$ cat src/rtl/sys_ctrl_rx_cmd.sv
// Receive-side system controller: decodes UART RX command frames into register-file
// writes/reads and ALU operations, gating the ALU clock until the result is returned.
module sys_ctrl_rx_cmd #(
  parameter int DATA_WIDTH = 8,
  parameter int ADDR_WIDTH = 4,
  parameter int FUN_WIDTH  = 4,
  parameter int TIMEOUT    = 255,
  parameter logic [DATA_WIDTH-1:0] CMD_RF_WR   = 8'hAA,
  parameter logic [DATA_WIDTH-1:0] CMD_RF_RD   = 8'hBB,
  parameter logic [DATA_WIDTH-1:0] CMD_ALU_OP  = 8'hCC,
  parameter logic [DATA_WIDTH-1:0] CMD_ALU_NOP = 8'hDD
) (
  input  logic                  CLK,
  input  logic                  RST,
  input  logic [DATA_WIDTH-1:0] RX_P_DATA,
  input  logic                  RX_D_VLD,
  input  logic                  RdData_Valid,
  input  logic                  ALU_OUT_VALID,
  output logic                  RF_WrEn,
  output logic                  RF_RdEn,
  output logic [ADDR_WIDTH-1:0] RF_Address,
  output logic [DATA_WIDTH-1:0] RF_WrData,
  output logic                  ALU_EN,
  output logic [FUN_WIDTH-1:0]  ALU_FUN,
  output logic                  CLK_GATE_EN,
  output logic                  CMD_ERR,
  output logic                  CMD_BUSY
);

  localparam int CW = $clog2(TIMEOUT + 1);

  // Byte stream handshake: RX_D_VLD is a one-cycle valid with no ready; a byte is
  // consumed on the edge where it is high in a byte-consuming state, otherwise dropped.
  typedef enum logic [3:0] {
    ST_IDLE, ST_WR_ADDR, ST_WR_DATA, ST_RD_ADDR, ST_RD_WAIT,
    ST_ALU_A, ST_ALU_B, ST_ALU_FUN, ST_ALU_WAIT
  } state_t;

  state_t                state, next_state;
  logic [CW-1:0]         tmo_cnt, tmo_cnt_d;
  logic [ADDR_WIDTH-1:0] wr_addr, wr_addr_d;
  logic                  wr_en_d, rd_en_d, alu_en_d, err_d;
  logic [ADDR_WIDTH-1:0] addr_d;
  logic [DATA_WIDTH-1:0] wr_data_d;
  logic [FUN_WIDTH-1:0]  fun_d;
  logic                  tmo_hit;

  assign tmo_hit = (tmo_cnt == CW'(TIMEOUT - 1));

  always_comb begin
    next_state = state;
    wr_addr_d  = wr_addr;
    wr_en_d    = 1'b0;
    rd_en_d    = 1'b0;
    alu_en_d   = 1'b0;
    err_d      = 1'b0;
    addr_d     = RF_Address;
    wr_data_d  = RF_WrData;
    fun_d      = ALU_FUN;
    case (state)
      ST_IDLE: begin
        if (RX_D_VLD) begin
          if (RX_P_DATA == CMD_RF_WR)        next_state = ST_WR_ADDR;
          else if (RX_P_DATA == CMD_RF_RD)   next_state = ST_RD_ADDR;
          else if (RX_P_DATA == CMD_ALU_OP)  next_state = ST_ALU_A;
          else if (RX_P_DATA == CMD_ALU_NOP) next_state = ST_ALU_FUN;
          else                               err_d      = 1'b1;
        end
      end
      ST_WR_ADDR: begin
        if (RX_D_VLD) begin
          wr_addr_d  = RX_P_DATA[ADDR_WIDTH-1:0];
          next_state = ST_WR_DATA;
        end
      end
      ST_WR_DATA: begin
        if (RX_D_VLD) begin
          wr_en_d    = 1'b1;
          addr_d     = wr_addr;
          wr_data_d  = RX_P_DATA;
          next_state = ST_IDLE;
        end
      end
      ST_RD_ADDR: begin
        if (RX_D_VLD) begin
          rd_en_d    = 1'b1;
          addr_d     = RX_P_DATA[ADDR_WIDTH-1:0];
          next_state = ST_RD_WAIT;
        end
      end
      ST_RD_WAIT: begin
        // A valid arriving on the timeout cycle still counts as success.
        if (RdData_Valid) next_state = ST_IDLE;
        else if (tmo_hit) begin
          err_d      = 1'b1;
          next_state = ST_IDLE;
        end
      end
      ST_ALU_A: begin
        if (RX_D_VLD) begin
          wr_en_d    = 1'b1;
          addr_d     = '0;
          wr_data_d  = RX_P_DATA;
          next_state = ST_ALU_B;
        end
      end
      ST_ALU_B: begin
        if (RX_D_VLD) begin
          wr_en_d    = 1'b1;
          addr_d     = ADDR_WIDTH'(1);
          wr_data_d  = RX_P_DATA;
          next_state = ST_ALU_FUN;
        end
      end
      ST_ALU_FUN: begin
        if (RX_D_VLD) begin
          alu_en_d   = 1'b1;
          fun_d      = RX_P_DATA[FUN_WIDTH-1:0];
          next_state = ST_ALU_WAIT;
        end
      end
      ST_ALU_WAIT: begin
        if (ALU_OUT_VALID) next_state = ST_IDLE;
        else if (tmo_hit) begin
          err_d      = 1'b1;
          next_state = ST_IDLE;
        end
      end
      default: next_state = ST_IDLE;
    endcase
    // Counter is zero on the first wait cycle because the previous state was not a wait.
    tmo_cnt_d = (state == ST_RD_WAIT || state == ST_ALU_WAIT) ? tmo_cnt + CW'(1) : '0;
  end

  always_ff @(posedge CLK or negedge RST) begin
    if (!RST) begin
      state       <= ST_IDLE;
      tmo_cnt     <= '0;
      wr_addr     <= '0;
      RF_WrEn     <= 1'b0;
      RF_RdEn     <= 1'b0;
      RF_Address  <= '0;
      RF_WrData   <= '0;
      ALU_EN      <= 1'b0;
      ALU_FUN     <= '0;
      CLK_GATE_EN <= 1'b0;
      CMD_ERR     <= 1'b0;
      CMD_BUSY    <= 1'b0;
    end else begin
      state       <= next_state;
      tmo_cnt     <= tmo_cnt_d;
      wr_addr     <= wr_addr_d;
      RF_WrEn     <= wr_en_d;
      RF_RdEn     <= rd_en_d;
      RF_Address  <= addr_d;
      RF_WrData   <= wr_data_d;
      ALU_EN      <= alu_en_d;
      ALU_FUN     <= fun_d;
      CLK_GATE_EN <= (next_state == ST_ALU_FUN) || (next_state == ST_ALU_WAIT);
      CMD_ERR     <= err_d;
      CMD_BUSY    <= (next_state != ST_IDLE);
    end
  end

endmodule

$ cat config.mk
export PLATFORM = sky130hd
export DESIGN_NAME = sys_ctrl_rx_cmd
export DESIGN_NICKNAME = d
export VERILOG_FILES = /design/src/rtl/sys_ctrl_rx_cmd.sv
export SDC_FILE = /design/constraint.sdc
export NUM_CORES = 1
export LEC_CHECK = 0
export BUFFER_PORTS_ARGS = -buffer_cell sky130_fd_sc_hd__buf_2
export CAP_MARGIN = 40
export CORE_ASPECT_RATIO = 0.5
export CORE_UTILIZATION = 30
export DETAILED_ROUTE_END_ITERATION = 8
export GPL_TIMING_DRIVEN = 0
export PLACE_DENSITY = 0.53
export SLEW_MARGIN = 20
export SYNTH_ARGS = -nofsm -noshare
export SYNTH_HDL_FRONTEND = slang
export SYNTH_SLANG_ARGS = --single-unit
$ cat constraint.sdc
create_clock -name CLK -period 1.6 [get_ports CLK]
set_input_delay 0.32 -clock CLK [delete_from_list [all_inputs] [get_ports CLK]]
set_output_delay 0.32 -clock CLK [all_outputs]
set_load 0.05 [all_outputs]
== Yosys cells after proc, flatten, opt, wreduce, memory -nomap -nowiden ==
Cells that the tools add are included.

* Bits in writable memories: 0
* Output and inout bits: 22
* Register bits after elaboration: 38
* Bits in read-only memories: 0
* Logic and storage cells: 76
* Memories: 0
* Bits in latches: 0
* Input bits: 13

* $lt $le $gt $ge: 0
* Reductions and logical operators: 10
* Shift operators: 0
* Equality and inequality tests: 19
* Mux-type cells: 34
* Multiply operators: 0
* Divide/modulo/power cells: 0
* Bitwise operators: 0
* Add/sub/neg operators: 1

{| class="wikitable"
|+ Operator list
! operator !! number
|-
| 4-bit 2-to-1 mux || 18
|-
| 8-bit == test (second input constant) || 5
|-
| 4-bit one-hot mux with 9 select lines || 1
|-
| 4-bit by 3-bit == test with 1-bit output (second input constant) || 5
|-
| 4-bit one-hot mux with 4 select lines || 1
|-
| 1-bit 2-to-1 mux || 12
|-
| 8-bit by 1-bit adder with 8-bit output (second input constant) || 1
|-
| 4-bit by 2-bit == test with 1-bit output (second input constant) || 2
|-
| 4-bit == test (second input constant) || 2
|-
| 8-bit 2-to-1 mux || 1
|-
| 2-bit inequality test (second input constant) || 4
|-
| 4-bit nonzero test || 2
|-
| 2-bit AND reduction || 3
|-
| 5-bit AND reduction || 1
|-
| 4-bit by 1-bit == test with 1-bit output (second input constant) || 1
|-
| 4-bit logical NOT || 1
|-
| 1-bit one-hot mux with 3 select lines || 1
|-
| 3-bit OR reduction || 1
|-
| 1-bit logical OR || 2
|}

== Logic depth before layout (Yosys ltp) ==
* Word-level depth: 9
* Mapped depth: 6
* Depth with buffers taken out: 6

== Worst setup path before layout ==
Ideal clock, no wire load.

* Path type: reg-to-reg
* Start: reg state[3]
* End: reg wr_addr[0]
* Required time: 1.475 ns
* Library setup time: 0.125 ns
* Data arrival time: 1.472 ns
* Buffers on the path: 1
* Period minus slack after synthesis: 1.597 ns
* Path slack: 0.003 ns
* Stages on the path, launching flop included: 5
* Cells stage by stage: dfrtp_1 -> buf_6 -> nand2b_4 -> or4b_4 -> mux2_4

* Longest elaborated chain between the ends: 2

{| class="wikitable"
|+ RTL lines
! item !! RTL line !! source
|-
| start, declared || 39 || <nowiki>state_t state, next_state;</nowiki>
|-
| start signal, assigned || 150 || <nowiki>state <= next_state;</nowiki>
|-
| 4-bit by 1-bit == test with 1-bit output || 60 || <nowiki>case (state)</nowiki>
|-
| 2-bit AND reduction (no source line) || -- ||
|-
| end signal, assigned || 152 || <nowiki>wr_addr <= wr_addr_d;</nowiki>
|-
| end, declared || 41 || <nowiki>logic [ADDR_WIDTH-1:0] wr_addr, wr_addr_d;</nowiki>
|}

No other way between the ends.
A chain may end at the register's enable or synchronous reset.

== Worst setup path after layout ==
* Start: reg state[0]
* End: reg RF_Address[0]

* Longest elaborated chain between the ends: 3
* Elaborated cells between the ends (all ways): 11
* Classes of those cells: 8 x eq/ne; 1 x mux; 2 x reduce/logical

{| class="wikitable"
|+ RTL lines
! item !! RTL line !! source
|-
| 4-bit by 3-bit == test with 1-bit output or 4-bit by 2-bit == test with 1-bit output (tied branches) || 60 ||
|-
| 4-bit nonzero test (no source line) or 2-bit inequality test (tied branches) || -- ||
|-
| 5-bit AND reduction (no source line) || -- ||
|-
| end signal, assigned || 155 || <nowiki>RF_Address <= addr_d;</nowiki>
|-
| end, declared || 21 || <nowiki>output logic [ADDR_WIDTH-1:0] RF_Address,</nowiki>
|}

Several ways; a longest one is shown, not always the timed one.

==> results.ini <==
[logic_synthesis]
yosysSeqAreaShare = 0.529
async_reset_ff_frac = 1.00
synth_edf_count = 0
synth-seq-cells = 38
syn_area_per_cell_um2 = 11.5
synth_cells = 157
ys_types = 40
yosysWarnings = 0
syn_nets = 172
synth-main-ff-cell = dfrtp_1
netlist_area_mm2 = 0.00180

[drt]
drc = 1
antenna_left = 0
routed_wl_mm = 4.00
via_count = 1336
wl_per_cell_um = 14.1
viasPerCell = 4.72
dr.pass1.iters = 6
drt_iter0_drc = 49

[sta]
slew_viol_final = 0
hold_violations = 0
rsz0062_at_grt = true
worst_slack_ps = -17.5
setup_viol = 5
tightestPinTransition_ps = 512
timing.slew.headroom = 0.657
tns_ps = -40.5
period_minus_slack_ps = 1620
fin_crit_sh = 1.01
fmax_ghz = 0.618
skew_ps = 2.80

[cts]
cts.sinks = 38
clk_pin_slew_ps = 60
htreeDepth = 2
cts_root_buffer = clkbuf_16
clock_latency_ps = 280
cts_tree = built
cts_buffer_depth = 2
cts-buffers-inserted = 5

[floorplanning]
coreArea_mm2 = 0.00563
dieArea_mm2 = 0.00633
start_util = 0.319
io_pins = 35
die_h_um = 56.7
rows = 19
die_w_um = 111

[status]
status = finished, violations left
violations = DRC, setup timing

[setup_path]
path_buf_inv = 1
r2r_start = state[0]
worstPathRequired_ps = 1760
slowest_delay_ps = 420
critPathLaunchType = flip-flop
r2r_cells = 5
rrSetupSlack_ps = -20
crit_fanout = 10
cp_slowest_cell = a311o_1
cp_top_family = compound AO/OA/AOI/OAI gates
criticalPathCategory = flip-flop to flip-flop
endpoint_kind = flip-flop
cp_cell_sequence = buf_4 -> nand2b_4 -> a311o_1 -> a221oi_2 -> a21oi_1
r2r_end = RF_Address[0]
cp_data_arrival_time_ps = 1780

[global_routing]
top_usage_layer = met2
grt_pass1_vias = 1370
gr-total-overflow = 0
use_met2 = 0.233
antenna_found_initial = 0
use_met3 = 0.0313
grtUsageMet1 = 0.178
grt_max_degree = 26
track_usage = 0.140
grt_pass1_wl_mm = 6.74

[placed_design]
dp_cells = 265
gp_congestion = 0.804
io_buffers = 34
pre_cts_slack_ps = -89.3
place_hpwl_mm = 2.85

[power]
p_leak_nw = 1.14
irDropWorstVdd_mv = 0.539
total_power_w = 0.00296
power_density_mw_per_mm2 = 1240

[cells_and_area]
areaGrowthSynthToFinish_pct = 32.5
finalNonFillerCells = 283
antenna_cells = 0
nFillCells = 513
drive_above_1_share = 0.414
final_common_cell = dfrtp_1
final_cell_mix = 37 x dfrtp_1, 34 x buf_2, 12 x mux2_2
fin_nets = 224

[hold_path]
worstHoldPathType = input port to flip-flop
min_path_cells = 2
hold_path_startpoint = RX_P_DATA[7]
hold_path_end = RF_WrData[7]

[run]
maxCapViolations = 0

[kinds of logic (layout without fill, tap and decap cells)]
logic type,Yosys count,in the layout,synth area share
AO/OA/AOI/OAI,27,27,0.101
AND/OR/NAND/NOR,54,54,0.177
XOR/XNOR,8,8,0.0390
multiplexers,16,16,0.109
adder cells (fa/ha/maj),2,2,0.0139
buffers and inverters,12,65,0.0313
flip-flops,38,38,0.529
[Yosys cell counts (all sizes together), types with 2 or more instances]
library cell,n,area share
nand2,10,0.021
xnor2,2,0.0097
buf,4,0.015
dfrtp,38,0.53
and3,4,0.014
nor4bb,2,0.011
and2,2,0.0070
nor2,10,0.021
inv,8,0.017
mux2,16,0.11
o21ai,9,0.025
xor2,6,0.029
nand3,4,0.011
a22oi,3,0.013
nand4,4,0.014
a21oi,7,0.026
or2,2,0.0070
nor3,2,0.0083
a21o,3,0.013
ha,2,0.014
nor3b,3,0.013
nand2b,4,0.018
[cell type report]
type / instances / area (µm²) / share of cell area
sequential: 38 / 952 / 0.400
multi-input combinational: 107 / 843 / 0.354
timing repair buffer: 46 / 292 / 0.122
clock buffer: 6 / 139 / 0.0583
tap: 73 / 91.3 / 0.0383
inverter: 8 / 30.0 / 0.0126
buffer: 3 / 22.5 / 0.00945
clock inverter: 2 / 12.5 / 0.00525
[routing by layer]
metal / part of all wire / wire length [µm] / vias to the layer above
met5: 0 / 0 / -
met4: 0.012 / 47 / 0
met3: 0.029 / 114 / 5
met2: 0.48 / 1910 / 16
met1: 0.48 / 1930 / 658
li1: - / - / 657
[through the flow]
stage / cell area, µm² / util / hold slack, ps
after floorplan: 1800 / - / 24.4
after global placement: 2060 / 0.366 / 460
after detailed placement: 2080 / 0.369 / 252
after CTS: 2310 / 0.410 / 295
after global routing: 2380 / 0.423 / 308
final: 2380 / 0.423 / 303
[worst max-delay path by stage]
| stage | from | slack, ps | endpoint | depth (start not counted) |
|---|---|---|---|---|
| floorplan | state[3] | 3 | wr_addr[0] | 4 |
| global placement | state[0] | -80 | RF_Address[0] | 5 |
| detailed placement | state[0] | -90 | RF_Address[0] | 5 |
| CTS | state[3] | -30 | ALU_FUN[2] | 4 |
| global route | state[0] | -90 | RF_Address[0] | 5 |
| finish | state[0] | -20 | RF_Address[0] | 5 |
[registers in the layout (all words and copies together), names as in the netlist, 4 cells and up]
signal,count
wr_addr,4
state,4
ALU_FUN,4
RF_WrData,8
tmo_cnt,8
RF_Address,4
[worst reg2reg max path, stage by stage (launching register included)]
cell and delay, ps:
dfrtp_1 390, buf_4 180, nand2b_4 160, a311o_1 420, a221oi_2 290, a21oi_1 60
[where the power goes]
part           total [W]  internal, W  switching [W]  leakage [nW]
sequential       0.00117      0.00110      0.0000692         0.502
combinational   0.000784     0.000230       0.000554         0.570
clock            0.00101     0.000617       0.000395        0.0729
total            0.00296      0.00194        0.00102          1.14
[repair_timing]
item / in CTS / in global routing
resized for setup: 4 / 12
endpoints found under the setup margin: 20 / 24
endpoints found under the hold margin: 13 / 0
setup buffers: 5 / 5
pin swaps: 3 / 8
hold buffers: 1 / 0
(Power assumes the default switching activity.)
